--- config.mk ---
export PLATFORM = sky130hd
export DESIGN_NAME = affine_systolic_pe
export DESIGN_NICKNAME = d
export VERILOG_FILES = /design/src/rtl/affine_systolic_pe.sv
export SDC_FILE = /design/constraint.sdc
export NUM_CORES = 1
export LEC_CHECK = 0
export CAP_MARGIN = 0
export CORE_ASPECT_RATIO = 0.9
export CORE_MARGIN = 1.5
export CORE_UTILIZATION = 57
export CTS_BUF_LIST = sky130_fd_sc_hd__clkbuf_4 sky130_fd_sc_hd__clkbuf_8
export DETAILED_ROUTE_END_ITERATION = 8
export PLACE_DENSITY = 0.81
export SYNTH_ARGS = -nofsm -noshare
export SYNTH_HDL_FRONTEND = slang
export SYNTH_SLANG_ARGS = --single-unit
export TNS_END_PERCENT = 30
--- constraint.sdc ---
create_clock -name clk -period 30.5 [get_ports clk]
set_clock_uncertainty 0.05 [all_clocks]
set_input_delay 6.1 -clock clk [delete_from_list [all_inputs] [get_ports clk]]
set_output_delay 6.1 -clock clk [all_outputs]
set_load 0.05 [all_outputs]
--- src/rtl/affine_systolic_pe.sv ---
// affine_systolic_pe: Gotoh affine-gap systolic cell; tracks the best local score and the index where it occurred.
// 1-cycle latency on all outputs; no backpressure, so downstream must accept every valid_out.
module affine_systolic_pe #(
    parameter int SCORE_WIDTH  = 10,
    parameter int LETTER_WIDTH = 2,
    parameter int SOURCE_WIDTH = 2,
    parameter int IDX_WIDTH    = 10,
    parameter int MATCH        = 3,
    parameter int MISMATCH     = 3,
    parameter int GAP_OPEN     = 4,
    parameter int GAP_EXTEND   = 1
) (
    input  logic                    clk,
    input  logic                    rst,
    input  logic                    load_query,
    input  logic [LETTER_WIDTH-1:0] query_in,
    input  logic                    start,
    input  logic                    valid_in,
    input  logic [LETTER_WIDTH-1:0] db_in,
    input  logic [SCORE_WIDTH-1:0]  h_in,
    input  logic [SCORE_WIDTH-1:0]  f_in,
    output logic                    valid_out,
    output logic [LETTER_WIDTH-1:0] db_out,
    output logic [SCORE_WIDTH-1:0]  h_out,
    output logic [SCORE_WIDTH-1:0]  f_out,
    output logic [SOURCE_WIDTH-1:0] source,
    output logic                    zero_score_bit,
    output logic [SCORE_WIDTH-1:0]  best_score,
    output logic [IDX_WIDTH-1:0]    best_idx
);

    typedef logic [SCORE_WIDTH:0]   ext_t;
    typedef logic [SCORE_WIDTH-1:0] score_t;

    localparam score_t                  SCORE_MAX = '1;
    localparam logic [IDX_WIDTH-1:0]    IDX_MAX   = '1;
    localparam logic [IDX_WIDTH-1:0]    IDX_ONE   = {{(IDX_WIDTH-1){1'b0}}, 1'b1};
    localparam logic [SOURCE_WIDTH-1:0] SRC_ZERO  = SOURCE_WIDTH'(0);
    localparam logic [SOURCE_WIDTH-1:0] SRC_DIAG  = SOURCE_WIDTH'(1);
    localparam logic [SOURCE_WIDTH-1:0] SRC_TOP   = SOURCE_WIDTH'(2);
    localparam logic [SOURCE_WIDTH-1:0] SRC_LEFT  = SOURCE_WIDTH'(3);

    // The sign bit of the widened difference marks an underflow, which floors to zero.
    function automatic score_t sub_floor(input score_t a, input ext_t b);
        ext_t d;
        d = {1'b0, a} - b;
        return d[SCORE_WIDTH] ? '0 : d[SCORE_WIDTH-1:0];
    endfunction

    function automatic score_t max2(input score_t a, input score_t b);
        return (a >= b) ? a : b;
    endfunction

    logic [LETTER_WIDTH-1:0] r_query;
    score_t                  r_h_prev;
    score_t                  r_e_prev;
    score_t                  r_diag;
    logic [IDX_WIDTH-1:0]    r_idx;
    score_t                  r_best;
    logic [IDX_WIDTH-1:0]    r_best_idx;
    logic                    r_valid;
    logic [LETTER_WIDTH-1:0] r_db;
    score_t                  r_h;
    score_t                  r_f;
    logic [SOURCE_WIDTH-1:0] r_src;
    logic                    r_zero;

    // start clears state ahead of the cell computed in the same cycle.
    score_t               w_h_prev;
    score_t               w_e_prev;
    score_t               w_diag;
    logic [IDX_WIDTH-1:0] w_idx;
    score_t               w_best;
    logic [IDX_WIDTH-1:0] w_best_idx;
    ext_t                 w_sum;
    score_t               w_d;
    score_t               w_e;
    score_t               w_f;
    score_t               w_h;
    logic [SOURCE_WIDTH-1:0] w_src;

    assign w_h_prev   = start ? '0 : r_h_prev;
    assign w_e_prev   = start ? '0 : r_e_prev;
    assign w_diag     = start ? '0 : r_diag;
    assign w_idx      = start ? '0 : r_idx;
    assign w_best     = start ? '0 : r_best;
    assign w_best_idx = start ? '0 : r_best_idx;

    assign w_sum = {1'b0, w_diag} + ext_t'(MATCH);
    assign w_e   = max2(sub_floor(w_h_prev, ext_t'(GAP_OPEN)), sub_floor(w_e_prev, ext_t'(GAP_EXTEND)));
    assign w_f   = max2(sub_floor(h_in, ext_t'(GAP_OPEN)), sub_floor(f_in, ext_t'(GAP_EXTEND)));
    assign w_d   = (r_query == db_in) ? (w_sum[SCORE_WIDTH] ? SCORE_MAX : w_sum[SCORE_WIDTH-1:0])
                                      : sub_floor(w_diag, ext_t'(MISMATCH));
    assign w_h   = max2(w_d, max2(w_f, w_e));

    always_comb begin
        w_src = SRC_LEFT;
        if (w_h == '0)       w_src = SRC_ZERO;
        else if (w_h == w_d) w_src = SRC_DIAG;
        else if (w_h == w_f) w_src = SRC_TOP;
    end

    always_ff @(posedge clk) begin
        if (rst) begin
            r_query    <= '0;
            r_h_prev   <= '0;
            r_e_prev   <= '0;
            r_diag     <= '0;
            r_idx      <= '0;
            r_best     <= '0;
            r_best_idx <= '0;
            r_valid    <= 1'b0;
            r_db       <= '0;
            r_h        <= '0;
            r_f        <= '0;
            r_src      <= '0;
            r_zero     <= 1'b0;
        end else begin
            if (load_query) r_query <= query_in;
            r_valid <= valid_in;
            if (valid_in) begin
                r_db     <= db_in;
                r_h      <= w_h;
                r_f      <= w_f;
                r_src    <= w_src;
                r_zero   <= (w_h == '0);
                r_h_prev <= w_h;
                r_e_prev <= w_e;
                r_diag   <= h_in;
                r_idx    <= (w_idx == IDX_MAX) ? w_idx : w_idx + IDX_ONE;
                if (w_h > w_best) begin
                    r_best     <= w_h;
                    r_best_idx <= w_idx;
                end else begin
                    r_best     <= w_best;
                    r_best_idx <= w_best_idx;
                end
            end else if (start) begin
                r_h_prev   <= '0;
                r_e_prev   <= '0;
                r_diag     <= '0;
                r_idx      <= '0;
                r_best     <= '0;
                r_best_idx <= '0;
            end
        end
    end

    assign valid_out      = r_valid;
    assign db_out         = r_db;
    assign h_out          = r_h;
    assign f_out          = r_f;
    assign source         = r_src;
    assign zero_score_bit = r_zero;
    assign best_score     = r_best;
    assign best_idx       = r_best_idx;

endmodule

==> results of run 1 <==
## cells in the mapped netlist (9+ instances only)
library cell / count
dfxtp_1: 88
ha_1: 55
buf_1: 9
or3_1: 10
a211o_1: 9
a211oi_1: 16
nand3_1: 23
o211ai_1: 10
nand2b_1: 11
nor4_1: 12
o21a_1: 16
nand2_1: 92
nor3_1: 28
a21oi_1: 59
xnor2_1: 29
nor2b_1: 17
inv_1: 49
and2_1: 15
clkbuf_1: 26
xor2_1: 11
a22oi_1: 11
nor2_1: 105
o21ai_0: 33
mux2i_1: 25
## layer usage
layer  part of all wire, %  up-vias  wire, µm
met5                     0        -         0
met4                   2.1        0       423
met3                   8.3       36      1640
met2                    43      277      8530
met1                    46     3239      9100
li1                      -     3421         -
## worst register-to-register path: cells and delay by family (launching register included)
family                     cells  cell delay, ns
DFF                            1            0.35
and+or+nand+nor               10            2.52
muxes                          2            0.50
buffers and inverters          4            0.60
adders and majority gates      5            1.40
AOI/OAI and AO/OA             11            3.65
## path summary, 6_finish.rpt
check               from            end  slack, ns  cells after the start
max                start  best_score[5]      15.06                     36
min reg2reg  best_idx[6]    best_idx[6]       0.41                      2
max reg2reg  r_e_prev[0]  best_score[5]      21.33                     32
min          best_idx[6]    best_idx[6]       0.41                      2
## flip-flops by register name (all words and copies together) (netlist names)
name / cells
best_idx: 10
best_score: 10
f_out: 10
h_out: 10
r_diag: 10
r_e_prev: 10
r_h_prev: 10
r_idx: 10
db_out: 2
r_query: 2
source: 2
valid_out: 1
zero_score_bit: 1
## metrics by stage
step	std cells	cell area, µm²	hold WS (ns)	setup slack [ns]	util (%)
2_1_floorplan	916	7130	0.384	16.07	-
3_3_place_gp	1114	7920	0.386	15.19	65.3
3_5_place_dp	1114	7920	0.396	14.89	65.3
4_1_cts	1130	8150	0.416	15.28	67.3
5_1_grt	1130	8150	0.433	14.35	67.3
6_report	1130	8150	0.413	15.06	67.3
## cells by family (layout without fill, tap and decap cells)
group / after synthesis / count (layout) / share of synthesized area (%)
flip-flops: 88 / 88 / 24.7
AO/OA/AOI/OAI: 238 / 238 / 23.8
XOR/XNOR: 40 / 40 / 4.92
buffers and inverters: 95 / 149 / 5.48
AND/OR/NAND/NOR: 359 / 359 / 25.0
multiplexers: 41 / 41 / 6.46
adder cells (fa/ha/maj): 55 / 55 / 9.66
## final cells by class
class	instances	area, µm²	area share, %
inverter	49	184	2.26
clock inverter	7	110	1.35
clock buffer	9	124	1.52
sequential	88	1760	21.6
timing repair buffer	84	801	9.82
multi-input combinational	733	4970	61.0
tap	160	200	2.46
==> impl_metrics.yaml, run 1 <==
hold_path:
  hold_class: "reg2reg"
clock_tree:
  cts_root_buf: "clkbuf_8"
  cts_buffers: 9
  hold_buffers: 0
  postCtsSetupBuffers: 0
  clk_path_buf_depth: 2
  cts_sinks: 88
  cts_tree: "done"
  clk_pin_slew_worst_paths_ns: 0.10
  htreeDepth: 3
  clkLatencyLatePin_ns: 0.39
  cts-resized-gates: 0
sta:
  setup_violations: 0
  slew_headroom_pct: 25.3
  fin_setup_tns_ns: 0
  timing.fmax_mhz: 64.8
  rsz0062_at_grt: "false"
  hold_viol: 0
  final-max-slew-violation-count: 0
  finalCritPeriodShare_pct: 50.6
  tightest_slew_ns: 1.12
  period_minus_slack_ns: 15.44
grt:
  grt_use_met3_pct: 5.65
  grt_pass1_vias: 6233
  antenna_found_initial: 0
  grt_usage_pct: 30.5
  grt_pass1_wl_mm: 31.8
  use_met2_pct: 47.3
  met1_usage_pct: 42.8
  gr-total-overflow: 0
  grt_max_degree: 80
  grt_busiest_layer: "met2"
floorplanning:
  die_area_um2: 13200
  core_um2: 12100
  std_cell_rows: 38
  ios: 75
  die_h_um: 109
  die_w_um: 121
  initial_core_util_pct: 58.8
routing:
  drc: 0
  vias: 6973
  routed_via_density: 6.17
  wl_per_cell_um: 17.4
  wl_mm: 19.7
  drt-pass1-iter-count: 7
  ant_nets: 0
  drtIter0Drc: 689
synthesis:
  syn_nets: 1000
  synth_edf_count: 0
  yosysUniqueCellTypes: 87
  ys.flop_type: "dfxtp_1"
  synth_seq_cells: 88
  yosysTopAreaCell: "dfxtp_1"
  synth-async-reset-ratio_pct: 0
  yosysSeqAreaShare_pct: 24.7
  netlist_area_um2: 7130
  syn_avg_cell_area_um2: 7.78
  ys_warn_count: 0
  netlist_instances: 916
  synth_top_area_share_pct: 24.7
  synth_area_leaders: "dfxtp_1, ha_1, nor2_1"
cells_and_area:
  fillCellCount: 1045
  drive_gt1_share_pct: 7.32
  nets: 1049
  antennaDiodeCount: 0
  area_growth_pct: 14.4
  layout_common_cells: "nor2_1, nand2_1, dfxtp_1, clkdlybuf4s50_1, a21oi_1"
  final_common_cell: "nor2_1"
critical_path:
  critPathMaxStageDelay_ns: 0.59
  worst_path_most_repeated_cell: "ha_1"
  arrival_ns: 15.66
  cp.required_ns: 30.72
  critPathBufInv: 8
  crit_path_top_delay_cell: "a2111oi_0"
  cp_top_family: "compound AO/OA/AOI/OAI gates"
  critPathKind: "in2reg"
  worst_setup_path_end_kind: "flip-flop"
  worst-path-max-fanout: 50
  cp-start-kind: "primary input"
outcome:
  status: "completed"
place:
  gp_congestion: 0.986
  port_buffers: 74
  dp.final_hpwl_mm: 14.6
run:
  cap_viol_max_count: 0
Power of run 1 is left out: the tool's default activity adds up to more than one toggle a clock period on the data nets, which glitch-free logic cannot reach.
==> inputs of run 2 (changes only) <==
--- a/config.mk
+++ b/config.mk
@@ -8,7 +8,7 @@
 export CAP_MARGIN = 0
 export CORE_ASPECT_RATIO = 0.9
 export CORE_MARGIN = 1.5
-export CORE_UTILIZATION = 57
+export CORE_UTILIZATION = 54
 export CTS_BUF_LIST = sky130_fd_sc_hd__clkbuf_4 sky130_fd_sc_hd__clkbuf_8
 export DETAILED_ROUTE_END_ITERATION = 8
 export PLACE_DENSITY = 0.81
==> constraint.sdc (replaced) <==
create_clock -name clk -period 13.45 [get_ports clk]
set_clock_uncertainty 0.05 [all_clocks]
set_input_delay 2.69 -clock clk [delete_from_list [all_inputs] [get_ports clk]]
set_output_delay 2.69 -clock clk [all_outputs]
set_load 0.05 [all_outputs]
==> run 2 against run 1 <==
Effect of this change: first-iteration DRC count down 13%; routed wire length up 1.3%; critical path depth down 4; design area down 0.34%; global-route usage down 1.2 points; non-clock buffer count down 1; critical path type unchanged; largest cell class unchanged.
==> impl_metrics.yaml, run 2 (synthesis results as in run 1) <==
clock_tree:
  postCtsSetupBuffers: 0
  htreeDepth: 3
  cts_tree: "done"
  cts-resized-gates: 0
  cts_root_buf: "clkbuf_8"
  clkLatencyLatePin_ns: 0.39
  cts_sinks: 88
  clk_pin_slew_worst_paths_ns: 0.09
  hold_buffers: 0
  cts_buffers: 9
  clk_path_buf_depth: 2
sta:
  worst_slack_ns: 1.75
  finalCritPeriodShare_pct: 87.0
  rsz0062_at_grt: "false"
  period_minus_slack_ns: 11.70
  timing.fmax_mhz: 85.4
  hold_viol: 0
  fin_setup_tns_ns: 0
  hold_slack_ns: 0.410
  setup_violations: 0
  slew_headroom_pct: 29.1
  tightest_slew_ns: 1.06
  final-max-slew-violation-count: 0
floorplanning:
  die_h_um: 112
  initial_core_util_pct: 55.7
  core_um2: 12800
  die_w_um: 124
  die_area_um2: 13900
  std_cell_rows: 39
  ios: 75
cells_and_area:
  area_growth_pct: 14.0
  fillCellCount: 1118
  drive_gt1_share_pct: 7.22
  antennaDiodeCount: 0
  final_common_cell: "nor2_1"
  nets: 1048
  layout_common_cells: "nor2_1, nand2_1, dfxtp_1, clkdlybuf4s50_1, a21oi_1"
place:
  port_buffers: 74
  place_ws_ns: 1.57
  gp_congestion: 1.00
  dp.final_hpwl_mm: 15.0
routing:
  drc: 0
  drt-pass1-iter-count: 6
  ant_nets: 0
  routed_via_density: 6.25
  vias: 7084
  drtIter0Drc: 601
  wl_per_cell_um: 17.6
  wl_mm: 20.0
outcome:
  status: "completed"
critical_path:
  startpoint: "f_in[2]"
  worstReg2RegStart: "r_e_prev[0]"
  crit_path_top_delay_cell: "a21oi_1"
  reg2reg_depth: 32
  critPathMaxStageDelay_ns: 0.62
  worstSetupEndpoint: "best_score[2]"
  worst_path_most_repeated_cell: "ha_1"
  rr_endpoint: "best_score[2]"
  cp.required_ns: 13.67
  worst_setup_path_end_kind: "flip-flop"
  arrival_ns: 11.93
  reg2reg_setup_slack_ns: 4.15
  cp-start-kind: "primary input"
  worst-path-max-fanout: 20
  critPathKind: "in2reg"
grt:
  met1_usage_pct: 42.2
  use_met2_pct: 44.3
  gr-total-overflow: 0
  grt_pass1_wl_mm: 32.2
  grt_use_met3_pct: 6.20
  grt_max_degree: 80
  grt_pass1_vias: 6291
  grt_usage_pct: 29.3
  grt_busiest_layer: "met2"
  antenna_found_initial: 0
run:
  cap_viol_max_count: 0
hold_path:
  hold_class: "reg2reg"
[run 2: cell count changes in the layout (fill, tap and decap cells not counted), sizes merged]
cell / previous run / this run
inv: 53 / 52
bufinv: 2 / 1
buf: 13 / 11
clkinv: 0 / 3
clkbuf: 9 / 10
clkinvlp: 1 / 0
[run 2: per-layer routing]
metal	share of wire [%]	up-vias	wire length [µm]
met5	0	-	0
met4	1.9	0	375
met3	7.9	37	1580
met2	44	273	8750
met1	46	3334	9240
li1	-	3440	-
[run 2: cell type report]
cell class	instances	area (µm²)	area share, %
Tap cell	164	205	2.53
Sequential cell	88	1760	21.7
Inverter	49	184	2.26
Multi-Input combinational cell	733	4970	61.2
Clock inverter	7	85.1	1.05
Timing Repair Buffer	83	793	9.76
Clock buffer	9	124	1.52
[run 2: worst min-delay path by stage]
stage	start	to	slack [ns]	cells after the start
5_1_grt	best_idx[0]	best_idx[0]	0.44	2
2_1_floorplan	r_idx[0]	best_idx[0]	0.38	2
3_5_place_dp	h_out[0]	h_out[0]	0.39	1
4_1_cts	h_out[0]	h_out[0]	0.42	1
6_report	h_out[4]	h_out[4]	0.41	1
3_3_place_gp	h_out[0]	h_out[0]	0.38	1
[run 2: critical path, delay by kind of cell]
family	cells	cell delay, ns
fa+ha+maj	4	1.21
buf+inv	3	0.84
compound gates	13	4.25
simple gates	11	2.56
mux	1	0.32
[run 2: per-stage QoR]
stage                     area [µm²]  instances  util [%]
after floorplan                 7130        916         -
after global placement          7920       1117      61.9
after detailed placement        7920       1117      61.9
after CTS                       8130       1133      63.6
after global routing            8130       1133      63.6
final                           8130       1133      63.6
Power of run 2 is left out for the same reason.
